## config.mk

```make
export PLATFORM = sky130hd
export DESIGN_NAME = scoreboard_hu
export DESIGN_NICKNAME = d
export VERILOG_FILES = /design/src/rtl/cpu_pkg.sv /design/src/rtl/scoreboard_entry.sv /design/src/rtl/scoreboard_hu.sv
export SDC_FILE = /design/constraint.sdc
export NUM_CORES = 1
export LEC_CHECK = 0
export BUFFER_PORTS_ARGS = -buffer_cell sky130_fd_sc_hd__buf_2
export CAP_MARGIN = 10
export CORE_ASPECT_RATIO = 1.5
export CORE_MARGIN = 2
export CORE_UTILIZATION = 40
export CTS_CLUSTER_DIAMETER = 50
export CTS_CLUSTER_SIZE = 14
export DETAILED_ROUTE_END_ITERATION = 8
export GPL_TIMING_DRIVEN = 0
export SYNTH_ARGS = -nofsm -noshare
export SYNTH_HDL_FRONTEND = slang
export SYNTH_SLANG_ARGS = --single-unit
```

## constraint.sdc

```tcl
create_clock -name clk -period 9.5 [get_ports clk]
set_input_delay 0.95 -clock clk [delete_from_list [all_inputs] [get_ports clk]]
set_output_delay 0.95 -clock clk [all_outputs]
set_load 0.02 [all_outputs]
```

## src/rtl/cpu_pkg.sv

```systemverilog
// Shared CPU pipeline constants: register-file geometry and functional-unit latencies.
package cpu_pkg;
  localparam int unsigned ADDR_W    = 5;
  localparam int unsigned LAT_W     = 3;
  localparam int unsigned FLUSH_AGE = 2;
  localparam int unsigned LAT_ALU   = 1;
  localparam int unsigned LAT_LOAD  = 2;
  localparam int unsigned LAT_MUL   = 4;
endpackage

```

## src/rtl/scoreboard_entry.sv

```systemverilog
// One register's scoreboard slot: pending flag, cycles remaining until forwardable, and age.
module scoreboard_entry #(
  parameter int unsigned LAT_W     = cpu_pkg::LAT_W,
  parameter int unsigned FLUSH_AGE = cpu_pkg::FLUSH_AGE
) (
  input  logic             clk,
  input  logic             reset,
  input  logic             set_i,
  input  logic [LAT_W-1:0] lat_i,
  input  logic             flush_i,
  output logic             pending_o,
  output logic [LAT_W-1:0] rem_o,
  output logic             pending_nxt_o
);
  localparam logic [LAT_W-1:0] MAX_LAT   = '1;
  localparam logic [LAT_W:0]   FLUSH_LIM = (LAT_W+1)'(FLUSH_AGE);

  logic [LAT_W-1:0] age, age_nxt, rem_nxt;
  logic             young;

  always_comb begin
    pending_nxt_o = pending_o;
    rem_nxt       = rem_o;
    age_nxt       = age;
    young         = ({1'b0, age} < FLUSH_LIM);
    if (set_i) begin
      pending_nxt_o = 1'b1;
      rem_nxt       = lat_i;
      age_nxt       = '0;
    end else if (pending_o) begin
      if (flush_i && young) begin
        pending_nxt_o = 1'b0;
        rem_nxt       = '0;
        age_nxt       = '0;
      end else begin
        // Expiry and a flush of an old entry share this path, so both just retire cleanly.
        rem_nxt = rem_o - 1'b1;
        age_nxt = (age == MAX_LAT) ? age : age + 1'b1;
        if (rem_nxt == '0) begin
          pending_nxt_o = 1'b0;
          age_nxt       = '0;
        end
      end
    end
  end

  always_ff @(posedge clk or negedge reset) begin
    if (!reset) begin
      pending_o <= 1'b0;
      rem_o     <= '0;
      age       <= '0;
    end else begin
      pending_o <= pending_nxt_o;
      rem_o     <= rem_nxt;
      age       <= age_nxt;
    end
  end
endmodule

```

## src/rtl/scoreboard_hu.sv

```systemverilog
// Scoreboard-based stall path of the hazard unit: RAW/WAW checks, issue acceptance, busy count.
module scoreboard_hu #(
  parameter int unsigned ADDR_W    = cpu_pkg::ADDR_W,
  parameter int unsigned LAT_W     = cpu_pkg::LAT_W,
  parameter int unsigned FLUSH_AGE = cpu_pkg::FLUSH_AGE
) (
  input  logic              clk,
  input  logic              reset,
  input  logic              issue_valid_i,
  input  logic [ADDR_W-1:0] issue_src0_i,
  input  logic [ADDR_W-1:0] issue_src1_i,
  input  logic              issue_src0_used_i,
  input  logic              issue_src1_used_i,
  input  logic [ADDR_W-1:0] issue_dst_i,
  input  logic              issue_we_i,
  input  logic [LAT_W-1:0]  issue_lat_i,
  input  logic              flush_i,
  output logic              stall_o,
  output logic              issue_fire_o,
  output logic [ADDR_W:0]   busy_cnt_o
);
  localparam int unsigned NUM_REGS = 2**ADDR_W;

  logic [NUM_REGS-1:0] pend, pend_nxt;
  logic [LAT_W-1:0]    rem [NUM_REGS];
  logic [LAT_W-1:0]    lat_eff;
  logic                raw0, raw1, waw, record;
  logic [ADDR_W:0]     cnt_nxt;

  assign pend[0]     = 1'b0;
  assign pend_nxt[0] = 1'b0;
  assign rem[0]      = '0;

  assign lat_eff = (issue_lat_i == '0) ? LAT_W'(1) : issue_lat_i;

  // rem==1 means the producer sits on the forwarding path, so a reader may already issue.
  assign raw0 = issue_src0_used_i && pend[issue_src0_i] && (rem[issue_src0_i] > LAT_W'(1));
  assign raw1 = issue_src1_used_i && pend[issue_src1_i] && (rem[issue_src1_i] > LAT_W'(1));
  assign waw  = issue_we_i && pend[issue_dst_i] && (rem[issue_dst_i] > lat_eff);

  assign stall_o      = issue_valid_i && !flush_i && (raw0 || raw1 || waw);
  assign issue_fire_o = issue_valid_i && !stall_o && !flush_i;
  assign record       = issue_fire_o && issue_we_i && (issue_dst_i != '0);

  for (genvar i = 1; i < NUM_REGS; i++) begin : g_entry
    scoreboard_entry #(
      .LAT_W     (LAT_W),
      .FLUSH_AGE (FLUSH_AGE)
    ) u_entry (
      .clk           (clk),
      .reset         (reset),
      .set_i         (record && (issue_dst_i == ADDR_W'(i))),
      .lat_i         (lat_eff),
      .flush_i       (flush_i),
      .pending_o     (pend[i]),
      .rem_o         (rem[i]),
      .pending_nxt_o (pend_nxt[i])
    );
  end

  always_comb begin
    cnt_nxt = '0;
    for (int unsigned i = 0; i < NUM_REGS; i++) begin
      cnt_nxt = cnt_nxt + (ADDR_W+1)'(pend_nxt[i]);
    end
  end

  always_ff @(posedge clk or negedge reset) begin
    if (!reset) begin
      busy_cnt_o <= '0;
    end else begin
      busy_cnt_o <= cnt_nxt;
    end
  end
endmodule
```

* Yosys cells after proc, flatten, opt, wreduce, memory -nomap -nowiden *
Cells that the tools add are included.

word-level totals
  flip-flop bits (word level) = 223
  bits of input ports = 25
  output and inout bits = 8
  logic and storage cells = 883

cells by class
  $add $sub $neg = 92
  $lt $le $gt $ge = 40
  eq/ne operators = 93
  muxes and demuxes = 388
  bitwise operators = 3
  reduce and logical (&&, ||, !) cells = 173

operator list
  cell                 number
  $mux 3               255
  $add 6x1->6          25
  $mux 1               127
  $ne 4x2->1 const B   31
  $logic_not 3->1      32
  $add 3x1->3 const B  31
  $eq 3x3->1 const B   31
  $lt 3x2->1 const B   31
  $sub 3x1->3 const B  31
  $eq 5x5->1 const B   16
  $logic_and 1x1->1    74
  $reduce_and 2->1     31
  $reduce_bool 2->1    31
  $bmux 3 s5           3
  $eq 5x4->1 const B   8
  $eq 5x3->1 const B   4
  $ge 6x6->1 const B   3
  $lt 5x6->1 const B   3
  $not 5->6            3
  $bmux 1 s5           3
  $eq 5x2->1 const B   2
  $add 5x1->6          1
  $gt 3x1->1 const B   2
  $add 4x1->5          1
  other kinds (8)      10

* Logic depth before layout (Yosys ltp) *
  word-level depth = 46
  mapped depth = 34
  mapped depth without buffers = 30

* Cells and area by module *
From an unflattened synthesis, not the netlist that was laid out.

unflattened totals
  cells, all modules = 1,880
  area, all modules = 17,735.8 um^2

modules (own cells, without submodules)
  module                                       times used  cells an instance  area each (um^2)  sequential area each (um^2)
  scoreboard_entry at g_entry[10].u_entry ...  30          48                 455.4             175.2
  scoreboard_hu                                1           391                3,594.7           150.1
  scoreboard_entry at g_entry[9].u_entry       1           49                 478.0             175.2

* Least setup slack after synthesis *
Ideal clock, no wire load.

  path type = input port to flip-flop
  start = in issue_dst_i[1]
  end = reg busy_cnt_o[4]
  setup time = 0.123 ns
  arrival = 8.855 ns
  required time = 9.377 ns
  setup slack = 0.523 ns
  stages on the path = 30
  path buffers = 4
  path through = clkbuf_1 > clkbuf_1 > buf_1 > mux4_2 > mux4_2 > mux2_2 > ha_1 > nor2b_1 > o21a_1 > o2111ai_1 > nand3_4 > buf_6 > nor3_4 > a21oi_1 > fa_1 > inv_1 > fa_1 > fa_1 > fa_1 > inv_1 > fa_1 > inv_1 > fa_1 > inv_1 > fa_1 > fa_1 > inv_1 > a21o_1 > a21oi_1 > xnor2_1

on the way
  word-level cells in the longest chain between the ends = 45
  elaborated cells between the ends (all ways) = 140
  those cells by class = add/sub: 30; order compare: 1; eq/ne: 31; mux: 36; bitwise: 1; reduce/logical: 41

RTL lines
  item                                       line                 RTL
  from (decl)                                scoreboard_hu.sv:14  input logic [ADDR_W-1:0] issue_dst_i,
  $not 5->6 (implied by the code)            scoreboard_hu.sv:39  assign waw = issue_we_i && pend[issue_dst_i] && (rem[issue_dst_i] > lat_eff);
  $bmux 3 s5                                 scoreboard_hu.sv:39
  $mux 3 (implied by the code) (2 in a row)  scoreboard_hu.sv:39
  $gt 3x3->1                                 scoreboard_hu.sv:39
  $logic_and 1x1->1                          scoreboard_hu.sv:39
  $logic_or 1x1->1                           scoreboard_hu.sv:41  assign stall_o = issue_valid_i && !flush_i && (raw0 || raw1 || waw);
  $logic_and 1x1->1                          scoreboard_hu.sv:41
  $logic_not 1->1                            scoreboard_hu.sv:42  assign issue_fire_o = issue_valid_i && !stall_o && !flush_i;
  [... 6 more ...]                           -
  $add 1x1->2                                scoreboard_hu.sv:64  cnt_nxt = cnt_nxt + (ADDR_W+1)'(pend_nxt[i]);
  $add 2x1->3                                scoreboard_hu.sv:64
  $add 3x1->4                                scoreboard_hu.sv:64
  $add 4x1->5                                scoreboard_hu.sv:64
  $add 5x1->6                                scoreboard_hu.sv:64
  $add 6x1->6 (24 in a row)                  scoreboard_hu.sv:64
  $add 6x1->6 (*)                            scoreboard_hu.sv:64
  via cnt_nxt[4]                             scoreboard_hu.sv:28  logic [ADDR_W:0] cnt_nxt;
  to (signal assigned)                       scoreboard_hu.sv:72  busy_cnt_o <= cnt_nxt;
  to (decl)                                  scoreboard_hu.sv:20  output logic [ADDR_W:0] busy_cnt_o

Mark *: on every way through the listed nets, which the timed path passes. The rest lies on a longest branch. The select of a mux whose other input is x is not followed.
A chain may end at the register's enable or synchronous reset.

* Final worst setup path *
  start = in issue_dst_i[0]
  end = reg busy_cnt_o[4]

on the way
  elaborated cells between the ends (all ways) = 140
  those cells by class = add/sub: 30; order compare: 1; eq/ne: 31; mux: 36; bitwise: 1; reduce/logical: 41

RTL lines
  item                                       line                    RTL
  $not 5->6 (implied by the code)            scoreboard_hu.sv:39
  $bmux 3 s5                                 scoreboard_hu.sv:39
  $mux 3 (implied by the code) (2 in a row)  scoreboard_hu.sv:39
  $gt 3x3->1                                 scoreboard_hu.sv:39
  $logic_and 1x1->1                          scoreboard_hu.sv:39
  $logic_or 1x1->1                           scoreboard_hu.sv:41
  $logic_and 1x1->1                          scoreboard_hu.sv:41
  $logic_not 1->1                            scoreboard_hu.sv:42
  $logic_and 1x1->1 (2 in a row)             scoreboard_hu.sv:42
  $logic_and 1x1->1 (2 in a row)             scoreboard_hu.sv:43     assign record = issue_fire_o && issue_we_i && (issue_dst_i != '0);
  $logic_and 1x1->1 (*)                      scoreboard_hu.sv:52     .set_i (record && (issue_dst_i == ADDR_W'(i))),
  $mux 1 (*)                                 scoreboard_entry.sv:26  if (set_i) begin
  via g_entry[12].u_entry.pending_nxt_o      scoreboard_entry.sv:13  output logic pending_nxt_o
  $add 6x1->6 (*) (20 in a row)              scoreboard_hu.sv:64
  via cnt_nxt[4]                             scoreboard_hu.sv:28

Marked as above.

==> results by group <==
Outcome
  – Outcome: finished clean

Synth
  – Post-synthesis sequential area ratio: between 30% and 40%
  – Post-synthesis cell count: 1624
  – Post-synth top cells: 223 x dfrtp_1, 142 x a21oi_1, 136 x mux2i_1, 134 x ha_1, 133 x nor2_1
  – Synth Warn #: 0
  – EDFF count, synth: 0
  – Largest family of logic cells by synthesized area: simple AND/OR/NAND/NOR gates
  – Synth Cell Area: around 16000 um2
  – Multiplexer share of the synthesized area: a little over an eighth
  – Average cell area after synthesis: between 9 and 10 um2
  – Synth Area in XOR/XNOR: less than 1%
  – Synth Area in Adders: about 13%
  – Synth top area share: a little over a third
  – Syn nets: 1806
  – Cell with the most instances after synthesis: dfrtp_1
  – Top FF cell, synth: dfrtp_1
  – Synth Area in Simple Gates: 19.07%
  – Yosys cell types: 67
  – Synth top area cells: dfrtp_1 35%, ha_1 11%, mux2i_1 8.6%
  – Largest area contributor in the netlist: dfrtp_1
  – Yosys reg bits: 223
  – Fraction of registers with async set/reset: 100.0%
  – Compound-gate portion of the synthesized area: 14.08%

Finish
  – Fillcell total: ~3800
  – Ant. Diodes: 0
  – Layout cells sized above 1: ~13%
  – Nets: approximately 1900
  – Area grow syn2layout: 11.88%
  – Util after Layout: 45.26%

STA
  – F_max: around 110 MHz
  – Fin. Hold Viols: 0
  – Fin crit share: 96.20%
  – Setup violations, final: 0
  – Unrepaired setup endpoints after global routing: no
  – Final Slew Violations: 0
  – Tmin final: 9139 ps
  – Final worst slack: approximately 360 ps
  – Clock Skews: 20.67 ps
  – Slew HR: 20.32%
  – Measured slew at the worst slew-check pin: 1195 ps

Power and ir drop
  – Peak supply drop: approximately 0.16 mV
  – Power per Cell Area: 167.0 nW/um2
  – Design Power: between 2 and 3 mW
  – Leakage: 7.789 nW

Clock tree
  – Clock transition at path regs: 60 ps
  – Sink Count: 223
  – # hold bufs at CTS: 0
  – Worst-skew pair later-pin latency: between 500 and 600 ps
  – Total CTS buffers: 26
  – CTS max path bufs: 3
  – CTS HTree Levels: 1
  – CTS tree: yes
  – Root Driver: clkbuf_16

Setup path
  – Worst setup EP type: register
  – Startpoint Class: primary input
  – CP max-delay cell: fa_1
  – CP arrival: 9570 ps
  – Crit path largest cell delay: a little under 600 ps
  – Critical Path Start: issue_dst_i[0]
  – Maximum fanout along the worst path: 10
  – Worst endpoint required time: 9930 ps
  – RR Startpoint: g_entry[19].u_entry.rem_o[1]
  – Cell mode on critical path: fa_1
  – Reg2reg path depth: 26
  – WS Path Type: primary input to register

Global routing
  – Largest net degree at the start of global routing: 103
  – GR Overflow Total: 0
  – Initial antenna violation count: 1
  – GRT Resource Usage Total: 25.00%
  – Number of global-route vias before repair: 13168
  – First-pass GRT wire length: roughly 79 mm

Die
  – Io pins: 33
  – Core ar.: 39310 um2
  – Starting density of the core: 40.45%
  – Site row count: 89
  – Die extent in x: around 170 um
  – Die ar.: around 41000 um2
  – Die height: about 250 um

Placement
  – Worst slack at placement: -1197 ps
  – Port-buffer cells: 27
  – Placer Congestion: 1.016
  – Final HPWL DP: 39.33 mm

Routing
  – Avg Vias per Cell: 5.914
  – Antenna Violating Nets Remaining: 0
  – Total number of vias: 13064
  – Remaining DRCs: 0
  – DR WL/cell: 23.27 um
  – Initial DRC Count: 820
  – DR pass1 iterations: 7
  – Routed WL: between 50 and 60 mm

Min path
  – Hold crit path type: primary input to async pin

Job
  – Max-cap violations: 0
-- layer usage --
layer  wire length (um)  up-vias  share of wire (%)  track usage (%)
li1                   -     6019                  -                -
met4               3207        0                6.2            14.30
met3               2541      141                4.9            2.971
met2              25840      375                 50            44.93
met1              19810     6529                 39            28.87
met5                  0        -                  0                0
-- worst paths after layout --
check                                        endpoint  slack (ps)
setup / recovery                        busy_cnt_o[4]         360
hold / removal                          busy_cnt_o[1]         270
setup reg to reg                        busy_cnt_o[4]        1050
hold reg to reg            g_entry[25].u_entry.age[0]         550
max in group asynchronous  g_entry[24].u_entry.age[0]        7940
min in group clk           g_entry[25].u_entry.age[0]         550
-- worst max-delay path: cells and delay by family --
| family | cells | cell delay (ps) |
|---|---|---|
| compound gates | 9 | 1850 |
| fa+ha+maj | 9 | 4350 |
| mux | 1 | 560 |
| buf+inv | 10 | 1530 |
| xor+xnor | 1 | 130 |
| simple gates | 1 | 180 |
-- final cells by class --
cell class | instances | area [um2] | share of cell area, %
plain buffers | 47 | 260.3 | 1.463
inverters | 130 | 488.0 | 2.743
flip-flops and latches | 223 | 5580 | 31.37
well taps | 500 | 625.6 | 3.516
multi-input cells | 1224 | 9605 | 53.99
clock inverters | 19 | 260.3 | 1.463
repair buffers | 39 | 295.3 | 1.660
clock buffers | 27 | 675.6 | 3.798
-- flip-flops by register name, indices dropped and copies added (netlist names) --
name                       cells
g_entry.u_entry.rem_o         93
g_entry.u_entry.pending_o     31
g_entry.u_entry.age           93
busy_cnt_o                     6
-- logic make-up after synthesis --
logic type	count (synthesis)
and+or+nand+nor	541
xor gates and xnor gates	3
muxes	173
adders and majority gates	157
AOI/OAI and AO/OA	350
DFF	223
buffers and inverters	177
-- cell usage in the layout, fill, tap and decap left out, types with 6 or more instances in the layout --
| cell type | count |
|---|---|
| a21oi_1 | 142 |
| a22oi_1 | 67 |
| clkbuf_1 | 21 |
| buf_6 | 6 |
| ha_1 | 134 |
| o211ai_1 | 13 |
| nand3_1 | 13 |
| fa_1 | 23 |
| nor2b_1 | 15 |
| clkbuf_16 | 27 |
| nor2_1 | 133 |
| mux2i_1 | 136 |
| o21ai_0 | 17 |
| or2_2 | 33 |
| a21o_1 | 21 |
| a31oi_1 | 34 |
| inv_1 | 127 |
| o31ai_1 | 6 |
| o311ai_0 | 9 |
| nor3_4 | 14 |
| mux4_2 | 34 |
| nor3b_1 | 55 |
| clkinv_2 | 6 |
| buf_4 | 13 |
| nand2_1 | 101 |
| nand2b_1 | 67 |
| nor3_1 | 76 |
| buf_2 | 35 |
| dfrtp_1 | 223 |
| o2111ai_1 | 6 |
-- what timing repair did --
action                     CTS  global route
buffers inserted             0             9
gates resized for setup     14             9
pin swaps                    0             4
setup endpoints to repair    6             5
cloned                       0             0
-- metrics by stage --
stage / hold slack [ps] / TNS [ps] / instance area [um2] / std cells
floorplan: 520.6 / 0 / 15900 / 1624
global placement: 534.1 / -5658 / 16660 / 2151
detailed placement: 542.9 / -5531 / 16750 / 2154
CTS: 275.1 / 0 / 17700 / 2200
global route: 290.0 / 0 / 17790 / 2209
finish: 272.5 / 0 / 17790 / 2209
-- power by group --
| part | internal (mW) | switching, mW |
|---|---|---|
| registers | 1.06 | 0.140 |
| logic | 0.278 | 0.377 |
| clock network | 0.661 | 0.454 |
(Power assumes the default switching activity.)
